===== src/rtl/riscv_pkg.sv =====
// Shared RV32I control types for the multi-cycle sequencer: opcodes, ALU ops,
// write-back selects and sequencer states.
package riscv_pkg;

  localparam int unsigned OpWidth     = 7;
  localparam int unsigned Funct3Width = 3;
  localparam int unsigned Funct7Width = 7;
  localparam int unsigned AluOpWidth  = 4;
  localparam int unsigned WbSelWidth  = 2;
  localparam int unsigned StateWidth  = 3;

  typedef enum logic [OpWidth-1:0] {
    OP_LOAD   = 7'b0000011,
    OP_IMM    = 7'b0010011,
    OP_AUIPC  = 7'b0010111,
    OP_STORE  = 7'b0100011,
    OP_REG    = 7'b0110011,
    OP_LUI    = 7'b0110111,
    OP_BRANCH = 7'b1100011,
    OP_JALR   = 7'b1100111,
    OP_JAL    = 7'b1101111
  } opcode_e;

  typedef enum logic [AluOpWidth-1:0] {
    ALU_ADD    = 4'd0,
    ALU_SUB    = 4'd1,
    ALU_SLL    = 4'd2,
    ALU_SLT    = 4'd3,
    ALU_SLTU   = 4'd4,
    ALU_XOR    = 4'd5,
    ALU_SRL    = 4'd6,
    ALU_SRA    = 4'd7,
    ALU_OR     = 4'd8,
    ALU_AND    = 4'd9,
    ALU_EQ     = 4'd10,
    ALU_NE     = 4'd11,
    ALU_GE     = 4'd12,
    ALU_GEU    = 4'd13,
    ALU_PASS_B = 4'd14
  } alu_op_e;

  typedef enum logic [WbSelWidth-1:0] {
    WB_ALU = 2'd0,
    WB_MEM = 2'd1,
    WB_PC4 = 2'd2
  } wb_sel_e;

  typedef enum logic [StateWidth-1:0] {
    ST_FETCH  = 3'd0,
    ST_DECODE = 3'd1,
    ST_EXEC   = 3'd2,
    ST_MEM    = 3'd3,
    ST_WB     = 3'd4,
    ST_TRAP   = 3'd5
  } ctrl_state_e;

  function automatic logic is_legal_op(input logic [OpWidth-1:0] op);
    case (op)
      OP_LOAD, OP_IMM, OP_AUIPC, OP_STORE, OP_REG,
      OP_LUI, OP_BRANCH, OP_JALR, OP_JAL: is_legal_op = 1'b1;
      default:                            is_legal_op = 1'b0;
    endcase
  endfunction

endpackage


===== src/rtl/multicycle_ctrl_if.sv =====
// Signal bundle between the multi-cycle sequencer and the RV32I datapath and memories.
interface multicycle_ctrl_if #(
  parameter int unsigned CntWidth = 32
);
  import riscv_pkg::*;

  logic [OpWidth-1:0]     op_code_i;
  logic [Funct3Width-1:0] funct3_i;
  logic [Funct7Width-1:0] funct7_i;
  logic                   imem_ready_i;
  logic                   dmem_ready_i;
  logic                   imem_req_o;
  logic                   ir_wr_en_o;
  logic                   pc_wr_en_o;
  logic                   jal_o;
  logic                   jalr_o;
  logic                   branch_o;
  logic                   regf_wr_en_o;
  logic                   mem_r_en_o;
  logic                   mem_wr_en_o;
  logic                   alu_src2_sel_o;
  wb_sel_e                wb_sel_o;
  alu_op_e                alu_op_o;
  logic                   illegal_o;
  logic [CntWidth-1:0]    instret_o;

  modport master (
    input  op_code_i, funct3_i, funct7_i, imem_ready_i, dmem_ready_i,
    output imem_req_o, ir_wr_en_o, pc_wr_en_o, jal_o, jalr_o, branch_o,
           regf_wr_en_o, mem_r_en_o, mem_wr_en_o, alu_src2_sel_o,
           wb_sel_o, alu_op_o, illegal_o, instret_o
  );

  modport slave (
    output op_code_i, funct3_i, funct7_i, imem_ready_i, dmem_ready_i,
    input  imem_req_o, ir_wr_en_o, pc_wr_en_o, jal_o, jalr_o, branch_o,
           regf_wr_en_o, mem_r_en_o, mem_wr_en_o, alu_src2_sel_o,
           wb_sel_o, alu_op_o, illegal_o, instret_o
  );

endinterface


===== src/rtl/multicycle_ctrl_alu_decoder.sv =====
// Combinational ALU operation decode from opcode/funct3/funct7.
module alu_decoder
  import riscv_pkg::*;
(
  input  logic [OpWidth-1:0]     op_code_i,
  input  logic [Funct3Width-1:0] funct3_i,
  input  logic [Funct7Width-1:0] funct7_i,
  output alu_op_e                alu_op_o
);

  logic w_alt;
  logic w_unused;

  // Only funct7[5] selects an alternate operation; the other bits carry no meaning here.
  assign w_alt    = funct7_i[5];
  assign w_unused = ^{funct7_i[6], funct7_i[4:0]};

  always_comb begin
    alu_op_o = ALU_ADD;
    case (op_code_i)
      OP_REG, OP_IMM: begin
        case (funct3_i)
          3'b000:  alu_op_o = (op_code_i == OP_REG && w_alt) ? ALU_SUB : ALU_ADD;
          3'b001:  alu_op_o = ALU_SLL;
          3'b010:  alu_op_o = ALU_SLT;
          3'b011:  alu_op_o = ALU_SLTU;
          3'b100:  alu_op_o = ALU_XOR;
          3'b101:  alu_op_o = w_alt ? ALU_SRA : ALU_SRL;
          3'b110:  alu_op_o = ALU_OR;
          default: alu_op_o = ALU_AND;
        endcase
      end
      OP_BRANCH: begin
        case (funct3_i)
          3'b000:  alu_op_o = ALU_EQ;
          3'b001:  alu_op_o = ALU_NE;
          3'b100:  alu_op_o = ALU_SLT;
          3'b101:  alu_op_o = ALU_GE;
          3'b110:  alu_op_o = ALU_SLTU;
          3'b111:  alu_op_o = ALU_GEU;
          default: alu_op_o = ALU_ADD;
        endcase
      end
      OP_LUI:  alu_op_o = ALU_PASS_B;
      default: alu_op_o = ALU_ADD;
    endcase
  end

endmodule


===== src/rtl/multicycle_ctrl.sv =====
// Multi-cycle RV32I sequencer: FETCH..WB per instruction with memory ready
// handshakes, retire counter and sticky illegal-opcode flag.
module multicycle_ctrl
  import riscv_pkg::*;
#(
  parameter int unsigned CntWidth = 32
) (
  input logic               clk_i,
  input logic               rst_i,
  multicycle_ctrl_if.master bus
);

  ctrl_state_e         r_state;
  ctrl_state_e         w_next;
  logic                r_illegal;
  logic [CntWidth-1:0] r_instret;

  alu_op_e w_dec_alu_op;
  alu_op_e w_alu_op;
  wb_sel_e w_wb_sel;
  logic    w_is_load, w_is_store, w_is_branch, w_is_jal, w_is_jalr, w_is_reg;
  logic    w_imem_req, w_ir_wr_en, w_retire, w_jal, w_jalr, w_branch;
  logic    w_regf_wr_en, w_mem_r_en, w_mem_wr_en, w_alu_src2_sel, w_set_illegal;

  alu_decoder u_alu_decoder (
    .op_code_i (bus.op_code_i),
    .funct3_i  (bus.funct3_i),
    .funct7_i  (bus.funct7_i),
    .alu_op_o  (w_dec_alu_op)
  );

  assign w_is_load   = (bus.op_code_i == OP_LOAD);
  assign w_is_store  = (bus.op_code_i == OP_STORE);
  assign w_is_branch = (bus.op_code_i == OP_BRANCH);
  assign w_is_jal    = (bus.op_code_i == OP_JAL);
  assign w_is_jalr   = (bus.op_code_i == OP_JALR);
  assign w_is_reg    = (bus.op_code_i == OP_REG);

  always_ff @(posedge clk_i or posedge rst_i) begin
    if (rst_i) r_state <= ST_FETCH;
    else       r_state <= w_next;
  end

  // Strobes are forced low while reset is held so an aborted access never lingers.
  always_comb begin
    w_next         = r_state;
    w_imem_req     = 1'b0;
    w_ir_wr_en     = 1'b0;
    w_retire       = 1'b0;
    w_jal          = 1'b0;
    w_jalr         = 1'b0;
    w_branch       = 1'b0;
    w_regf_wr_en   = 1'b0;
    w_mem_r_en     = 1'b0;
    w_mem_wr_en    = 1'b0;
    w_alu_src2_sel = 1'b0;
    w_alu_op       = ALU_ADD;
    w_wb_sel       = WB_ALU;
    w_set_illegal  = 1'b0;
    if (!rst_i) begin
      case (r_state)
        ST_FETCH: begin
          w_imem_req = 1'b1;
          if (bus.imem_ready_i) begin
            w_ir_wr_en = 1'b1;
            w_next     = ST_DECODE;
          end
        end
        ST_DECODE: begin
          if (is_legal_op(bus.op_code_i)) begin
            w_next = ST_EXEC;
          end else begin
            w_set_illegal = 1'b1;
            w_next        = ST_TRAP;
          end
        end
        ST_EXEC: begin
          w_alu_op       = w_dec_alu_op;
          w_alu_src2_sel = !(w_is_reg || w_is_branch);
          if (w_is_branch) begin
            w_branch = 1'b1;
            w_retire = 1'b1;
            w_next   = ST_FETCH;
          end else if (w_is_load || w_is_store) begin
            w_next = ST_MEM;
          end else begin
            w_next = ST_WB;
          end
        end
        ST_MEM: begin
          w_alu_op       = w_dec_alu_op;
          w_alu_src2_sel = 1'b1;
          w_mem_r_en     = w_is_load;
          w_mem_wr_en    = !w_is_load;
          if (bus.dmem_ready_i) begin
            if (w_is_load) begin
              w_next = ST_WB;
            end else begin
              w_retire = 1'b1;
              w_next   = ST_FETCH;
            end
          end
        end
        ST_WB: begin
          w_alu_op       = w_dec_alu_op;
          w_alu_src2_sel = !w_is_reg;
          w_regf_wr_en   = 1'b1;
          w_retire       = 1'b1;
          w_jal          = w_is_jal;
          w_jalr         = w_is_jalr;
          w_wb_sel       = w_is_load ? WB_MEM : ((w_is_jal || w_is_jalr) ? WB_PC4 : WB_ALU);
          w_next         = ST_FETCH;
        end
        ST_TRAP: w_next = ST_TRAP;
        default: w_next = ST_FETCH;
      endcase
    end
  end

  // Retire counter wraps silently; illegal flag is sticky until reset.
  always_ff @(posedge clk_i or posedge rst_i) begin
    if (rst_i) begin
      r_illegal <= 1'b0;
      r_instret <= '0;
    end else begin
      if (w_set_illegal) r_illegal <= 1'b1;
      if (w_retire)      r_instret <= r_instret + CntWidth'(1);
    end
  end

  assign bus.imem_req_o     = w_imem_req;
  assign bus.ir_wr_en_o     = w_ir_wr_en;
  assign bus.pc_wr_en_o     = w_retire;
  assign bus.jal_o          = w_jal;
  assign bus.jalr_o         = w_jalr;
  assign bus.branch_o       = w_branch;
  assign bus.regf_wr_en_o   = w_regf_wr_en;
  assign bus.mem_r_en_o     = w_mem_r_en;
  assign bus.mem_wr_en_o    = w_mem_wr_en;
  assign bus.alu_src2_sel_o = w_alu_src2_sel;
  assign bus.wb_sel_o       = w_wb_sel;
  assign bus.alu_op_o       = w_alu_op;
  assign bus.illegal_o      = r_illegal;
  assign bus.instret_o      = r_instret;

endmodule


===== src/flat_wrapper.sv =====
// flat-port wrapper written by rule: the top's interface ports become plain ports
module multicycle_ctrl_flat import riscv_pkg::*;
#(
  parameter int unsigned CntWidth = 32
)
  (clk_i, rst_i, bus_op_code_i, bus_funct3_i, bus_funct7_i, bus_imem_ready_i, bus_dmem_ready_i, bus_imem_req_o, bus_ir_wr_en_o, bus_pc_wr_en_o, bus_jal_o, bus_jalr_o, bus_branch_o, bus_regf_wr_en_o, bus_mem_r_en_o, bus_mem_wr_en_o, bus_alu_src2_sel_o, bus_wb_sel_o, bus_alu_op_o, bus_illegal_o, bus_instret_o);
  multicycle_ctrl_if #(.CntWidth(CntWidth)) bus_i ();
  input logic clk_i;
  input logic rst_i;
  input wire logic [$bits(bus_i.op_code_i)-1:0] bus_op_code_i;
  input wire logic [$bits(bus_i.funct3_i)-1:0] bus_funct3_i;
  input wire logic [$bits(bus_i.funct7_i)-1:0] bus_funct7_i;
  input wire logic [$bits(bus_i.imem_ready_i)-1:0] bus_imem_ready_i;
  input wire logic [$bits(bus_i.dmem_ready_i)-1:0] bus_dmem_ready_i;
  output wire logic [$bits(bus_i.imem_req_o)-1:0] bus_imem_req_o;
  output wire logic [$bits(bus_i.ir_wr_en_o)-1:0] bus_ir_wr_en_o;
  output wire logic [$bits(bus_i.pc_wr_en_o)-1:0] bus_pc_wr_en_o;
  output wire logic [$bits(bus_i.jal_o)-1:0] bus_jal_o;
  output wire logic [$bits(bus_i.jalr_o)-1:0] bus_jalr_o;
  output wire logic [$bits(bus_i.branch_o)-1:0] bus_branch_o;
  output wire logic [$bits(bus_i.regf_wr_en_o)-1:0] bus_regf_wr_en_o;
  output wire logic [$bits(bus_i.mem_r_en_o)-1:0] bus_mem_r_en_o;
  output wire logic [$bits(bus_i.mem_wr_en_o)-1:0] bus_mem_wr_en_o;
  output wire logic [$bits(bus_i.alu_src2_sel_o)-1:0] bus_alu_src2_sel_o;
  output wire logic [$bits(bus_i.wb_sel_o)-1:0] bus_wb_sel_o;
  output wire logic [$bits(bus_i.alu_op_o)-1:0] bus_alu_op_o;
  output wire logic [$bits(bus_i.illegal_o)-1:0] bus_illegal_o;
  output wire logic [$bits(bus_i.instret_o)-1:0] bus_instret_o;
  assign bus_i.op_code_i = bus_op_code_i;
  assign bus_i.funct3_i = bus_funct3_i;
  assign bus_i.funct7_i = bus_funct7_i;
  assign bus_i.imem_ready_i = bus_imem_ready_i;
  assign bus_i.dmem_ready_i = bus_dmem_ready_i;
  assign bus_imem_req_o = bus_i.imem_req_o;
  assign bus_ir_wr_en_o = bus_i.ir_wr_en_o;
  assign bus_pc_wr_en_o = bus_i.pc_wr_en_o;
  assign bus_jal_o = bus_i.jal_o;
  assign bus_jalr_o = bus_i.jalr_o;
  assign bus_branch_o = bus_i.branch_o;
  assign bus_regf_wr_en_o = bus_i.regf_wr_en_o;
  assign bus_mem_r_en_o = bus_i.mem_r_en_o;
  assign bus_mem_wr_en_o = bus_i.mem_wr_en_o;
  assign bus_alu_src2_sel_o = bus_i.alu_src2_sel_o;
  assign bus_wb_sel_o = bus_i.wb_sel_o;
  assign bus_alu_op_o = bus_i.alu_op_o;
  assign bus_illegal_o = bus_i.illegal_o;
  assign bus_instret_o = bus_i.instret_o;
  multicycle_ctrl #(.CntWidth(CntWidth)) u_core (.clk_i(clk_i), .rst_i(rst_i), .bus(bus_i));
endmodule

===== config.mk =====
export PLATFORM = sky130hd
export DESIGN_NAME = multicycle_ctrl_flat
export DESIGN_NICKNAME = d
export VERILOG_FILES = /design/src/rtl/riscv_pkg.sv /design/src/rtl/multicycle_ctrl_if.sv /design/src/rtl/multicycle_ctrl_alu_decoder.sv /design/src/rtl/multicycle_ctrl.sv /design/src/flat_wrapper.sv
export SDC_FILE = /design/constraint.sdc
export NUM_CORES = 1
export LEC_CHECK = 0
export CAP_MARGIN = 20
export CORE_ASPECT_RATIO = 1.1
export CORE_MARGIN = 4
export CORE_UTILIZATION = 35
export DETAILED_ROUTE_END_ITERATION = 8
export GPL_TIMING_DRIVEN = 0
export PLACE_DENSITY = 0.62
export SLEW_MARGIN = 10
export SYNTH_ARGS = -nofsm -noshare
export SYNTH_HDL_FRONTEND = slang
export SYNTH_HIERARCHICAL = 1
export SYNTH_SLANG_ARGS = --single-unit

===== constraint.sdc =====
create_clock -name clk_i -period 5.35 [get_ports clk_i]
set_clock_uncertainty 0.2 [all_clocks]
set_input_delay 0.535 -clock clk_i [delete_from_list [all_inputs] [get_ports clk_i]]
set_output_delay 0.535 -clock clk_i [all_outputs]
set_load 0.02 [all_outputs]

==> results summary <==
The flow ran to the end, and the final reports show no timing, DRC or antenna violations. When the netlist entered floorplanning its net count stood at 265. The average vias per placed instance is 5.316. The effective utilization at floorplan came out at 36.04%.

The repair_antennas step left the layout with diodes totalling 0. The buffer cell driving the clock tree root is sky130_fd_sc_hd__clkbuf_8. The hold slack came out at 0.2852 ns.

The synthesized design contains 36 register bits. The sum of overflow across all layers after global routing is 0. The relative area change from synthesis to final layout is 34.27%. After clock tree synthesis, the clock-pin slew on the worst setup and hold paths is 0.07 ns. The average footprint of a synthesized cell came out at 9.721 µm². The power per cell area came out at 261.0 nW/µm².

Headroom to the max-slew limit came out at 47.92%. The transition at the pin with the smallest max-transition slack is 0.7801 ns. The post-route fraction of the period consumed by the critical path came out at 68.09%. The number of placement rows came out at 31. The number of standard cells in the final layout excluding fillers came out at 393. For the worst setup path, the data arrival time is 2.91 ns. Detailed placement ended at an HPWL of 4334 µm.

After clock tree synthesis, the repair step resized 0 gates. In the post-synthesis netlist, the cell with the most instances is sky130_fd_sc_hd__dfrtp_1. For this design the static power due to leakage is 1.324 nW. Setup repair after global routing left no endpoint under its margin.

The post-detailed-route count of antenna-violating nets came out at 0. Pin placement for this block handled 70 I/O pins. The first detailed-routing pass ran for 5 iterations. The initial antenna violation count came out at 0.

The count of unresolved DRC violations after routing came out at 0. The kind of end point of the critical path is a primary output. The clock passes through at most 2 buffers.

The net count reported at finish is 333. The clock reaches the later pin of the worst-skew pair after 0.28 ns. The global-route wire length before repair is 10070 µm. The critical path is of the in -> out type.

Once placement finished, the instance area stood at 3075 µm². Yosys mapped a number of flops with a built-in enable equal to 0. The count of final max-slew check failures is 0.

The largest total area in the synthesized netlist belongs to sky130_fd_sc_hd__dfrtp_1. For the finished layout, the period the worst path requires is 3.643 ns. From bottom edge to top edge, the die measures 94.17 µm. The worst-case vdd ir drop came out at 129.8 µV. In the final layout, the share of cells above drive strength 1 is 11.90%. The count of buffers added by post-CTS timing repair for setup came out at 0. The synthesis warning total is 6. Max-cap violations in this run came to 0. By area the synthesized netlist is led by sky130_fd_sc_hd__dfrtp_1 (38%), sky130_fd_sc_hd__xnor2_1 (11%), sky130_fd_sc_hd__nand4_2 (4.2%). The post-synthesis async set-or-reset flop share came out at 100.0%. Sorting the synthesized cells by how often they occur yields sky130_fd_sc_hd__dfrtp_1 (36), sky130_fd_sc_hd__xnor2_1 (31), sky130_fd_sc_hd__nand3_1 (19).

After clock tree synthesis, the flow added hold-fix buffers numbering 0. The final number of hold-violating endpoints came out at 0. The number of global-route vias before repair is 2067. STA classifies the critical path startpoint as an input port. The number of buffers created by CTS came out at 5. The total non-filler cell area in the finished layout came out at 3172 µm². The die covers 8129 µm². The worst min-delay path class is reg -> reg. Static timing analysis puts the maximum clock frequency at 274.5 MHz. After detailed placement, the design holds a cell count of 386. The violation count after the first detailed-routing iteration is 66. The number of distinct standard cells referenced by the synthesized netlist came out at 53. TritonCTS built the clock tree. The synthesized netlist occupies a cell area of 2362 µm². Entering global routing, the biggest net connects 40 pins.

Fill cells in the final layout number 634. In this run the horizontal extent of the chip is 86.33 µm. The share of synthesized area in the top cell type comes to 38.14%. The overall routed net length is 5907 µm. In the synthesized netlist, the number of instances is 243.

The power after layout is 0.0008278 W. Setup violations remaining at the end of the flow were counted as 0. Among all flip-flop cells after synthesis, the most frequent one is sky130_fd_sc_hd__dfrtp_1.

In this run the worst path has a maximum fanout of 10. The CTS sink count came out at 36. The all-layer global routing usage came out at 15.30%.

The count of vias placed by the detailed router is 2089. The wire length per cell came out at 15.03 µm. Of the synthesized area, sequential elements account for 38.14%. STA puts the critical path data required time at 4.62 ns.

The total negative slack came out at 0 ns. The quantity of I/O buffers inserted on ports is 61. The H-tree generated during clock tree synthesis spans 2 levels. The final weighted congestion of routability-driven global placement came out at 0.8330. The area of the core is 6555 µm².
-- stage by stage --
stage / worst slack, ns / utilization [%]
3_5_place_dp: 1.727 / 46.92
6_report: 1.707 / 48.39
4_1_cts: 1.712 / 48.39
2_1_floorplan: 2.706 / -
5_1_grt: 1.611 / 48.39
3_3_place_gp: 1.704 / 46.92
-- cells by family after synthesis --
kind of cell	synth area share, %
simple gates	34.48
flops	38.14
xor+xnor	11.86
compound gates	9.005
buf+inv	5.508
mux	0.4767
fa+ha+maj	0.5296
-- flip-flops by register name, indices dropped and copies added (netlist names) --
name / flops
u_core/bus.illegal_o: 1
u_core/r_state: 3
u_core/bus.instret_o: 32
-- critical path: stages --
cell and delay, ns:
sky130_fd_sc_hd__clkdlybuf4s50_1 0.59, sky130_fd_sc_hd__and4bb_2 0.43, sky130_fd_sc_hd__nand2_1 0.12, sky130_fd_sc_hd__a311o_1 0.40
sky130_fd_sc_hd__buf_6 0.15, sky130_fd_sc_hd__buf_6 0.14, sky130_fd_sc_hd__clkdlybuf4s50_1 0.54
-- placed cells by master (no fill, tap or decap), drive strengths merged, types with 7 or more instances in the layout --
master / synthesis / final
nor2: 10 / 10
dfrtp: 36 / 36
nand3: 21 / 21
nand4: 21 / 21
buf: 9 / 9
nor3: 7 / 7
inv: 9 / 9
nand2: 9 / 9
and3: 15 / 15
nand2b: 7 / 7
clkdlybuf4s50: 0 / 61
o21ai: 8 / 8
and2: 11 / 11
xnor2: 31 / 31
clkbuf: 5 / 12
-- per-layer routing --
layer,global-route usage (%),vias up,wire (µm)
met2,24.62,67,2714
met5,0,-,0
met4,3.896,0,48
met1,20.58,986,2778
li1,-,1029,-
met3,3.596,7,365
-- worst paths after layout --
kind	from	end	slack, ns	cells after the start
hold / removal	u_core/bus.instret_o[31]	u_core/bus.instret_o[31]	0.29	1
setup / recovery	bus_op_code_i[2]	bus_pc_wr_en_o	1.71	7
hold reg to reg	u_core/bus.instret_o[31]	u_core/bus.instret_o[31]	0.29	1
min in group asynchronous	rst_i	u_core/r_state[0]	0.71	2
setup reg to reg	u_core/bus.instret_o[5]	u_core/bus.instret_o[30]	3.25	5
max in group asynchronous	rst_i	u_core/bus.instret_o[12]	3.75	2
-- power breakdown --
group | switching [W] | total [W] | leakage, nW | internal (W)
Combinational | 0.000179 | 0.000297 | 0.791 | 0.000119
Clock | 0.0000892 | 0.000204 | 0.0503 | 0.000115
Sequential | 0.0000305 | 0.000327 | 0.483 | 0.000296
Total | 0.000298 | 0.000828 | 1.32 | 0.000530
-- final cells by class --
| type | instances | area, µm² | area share, % |
|---|---|---|---|
| Multi-Input combinational cell | 184 | 1331 | 41.97 |
| Sequential cell | 36 | 900.9 | 28.40 |
| Timing Repair Buffer | 61 | 610.6 | 19.25 |
| Tap cell | 82 | 102.6 | 3.235 |
| Clock buffer | 7 | 96.34 | 3.037 |
| Buffer | 14 | 96.34 | 3.037 |
| Inverter | 9 | 33.78 | 1.065 |
(Power assumes the default switching activity.)
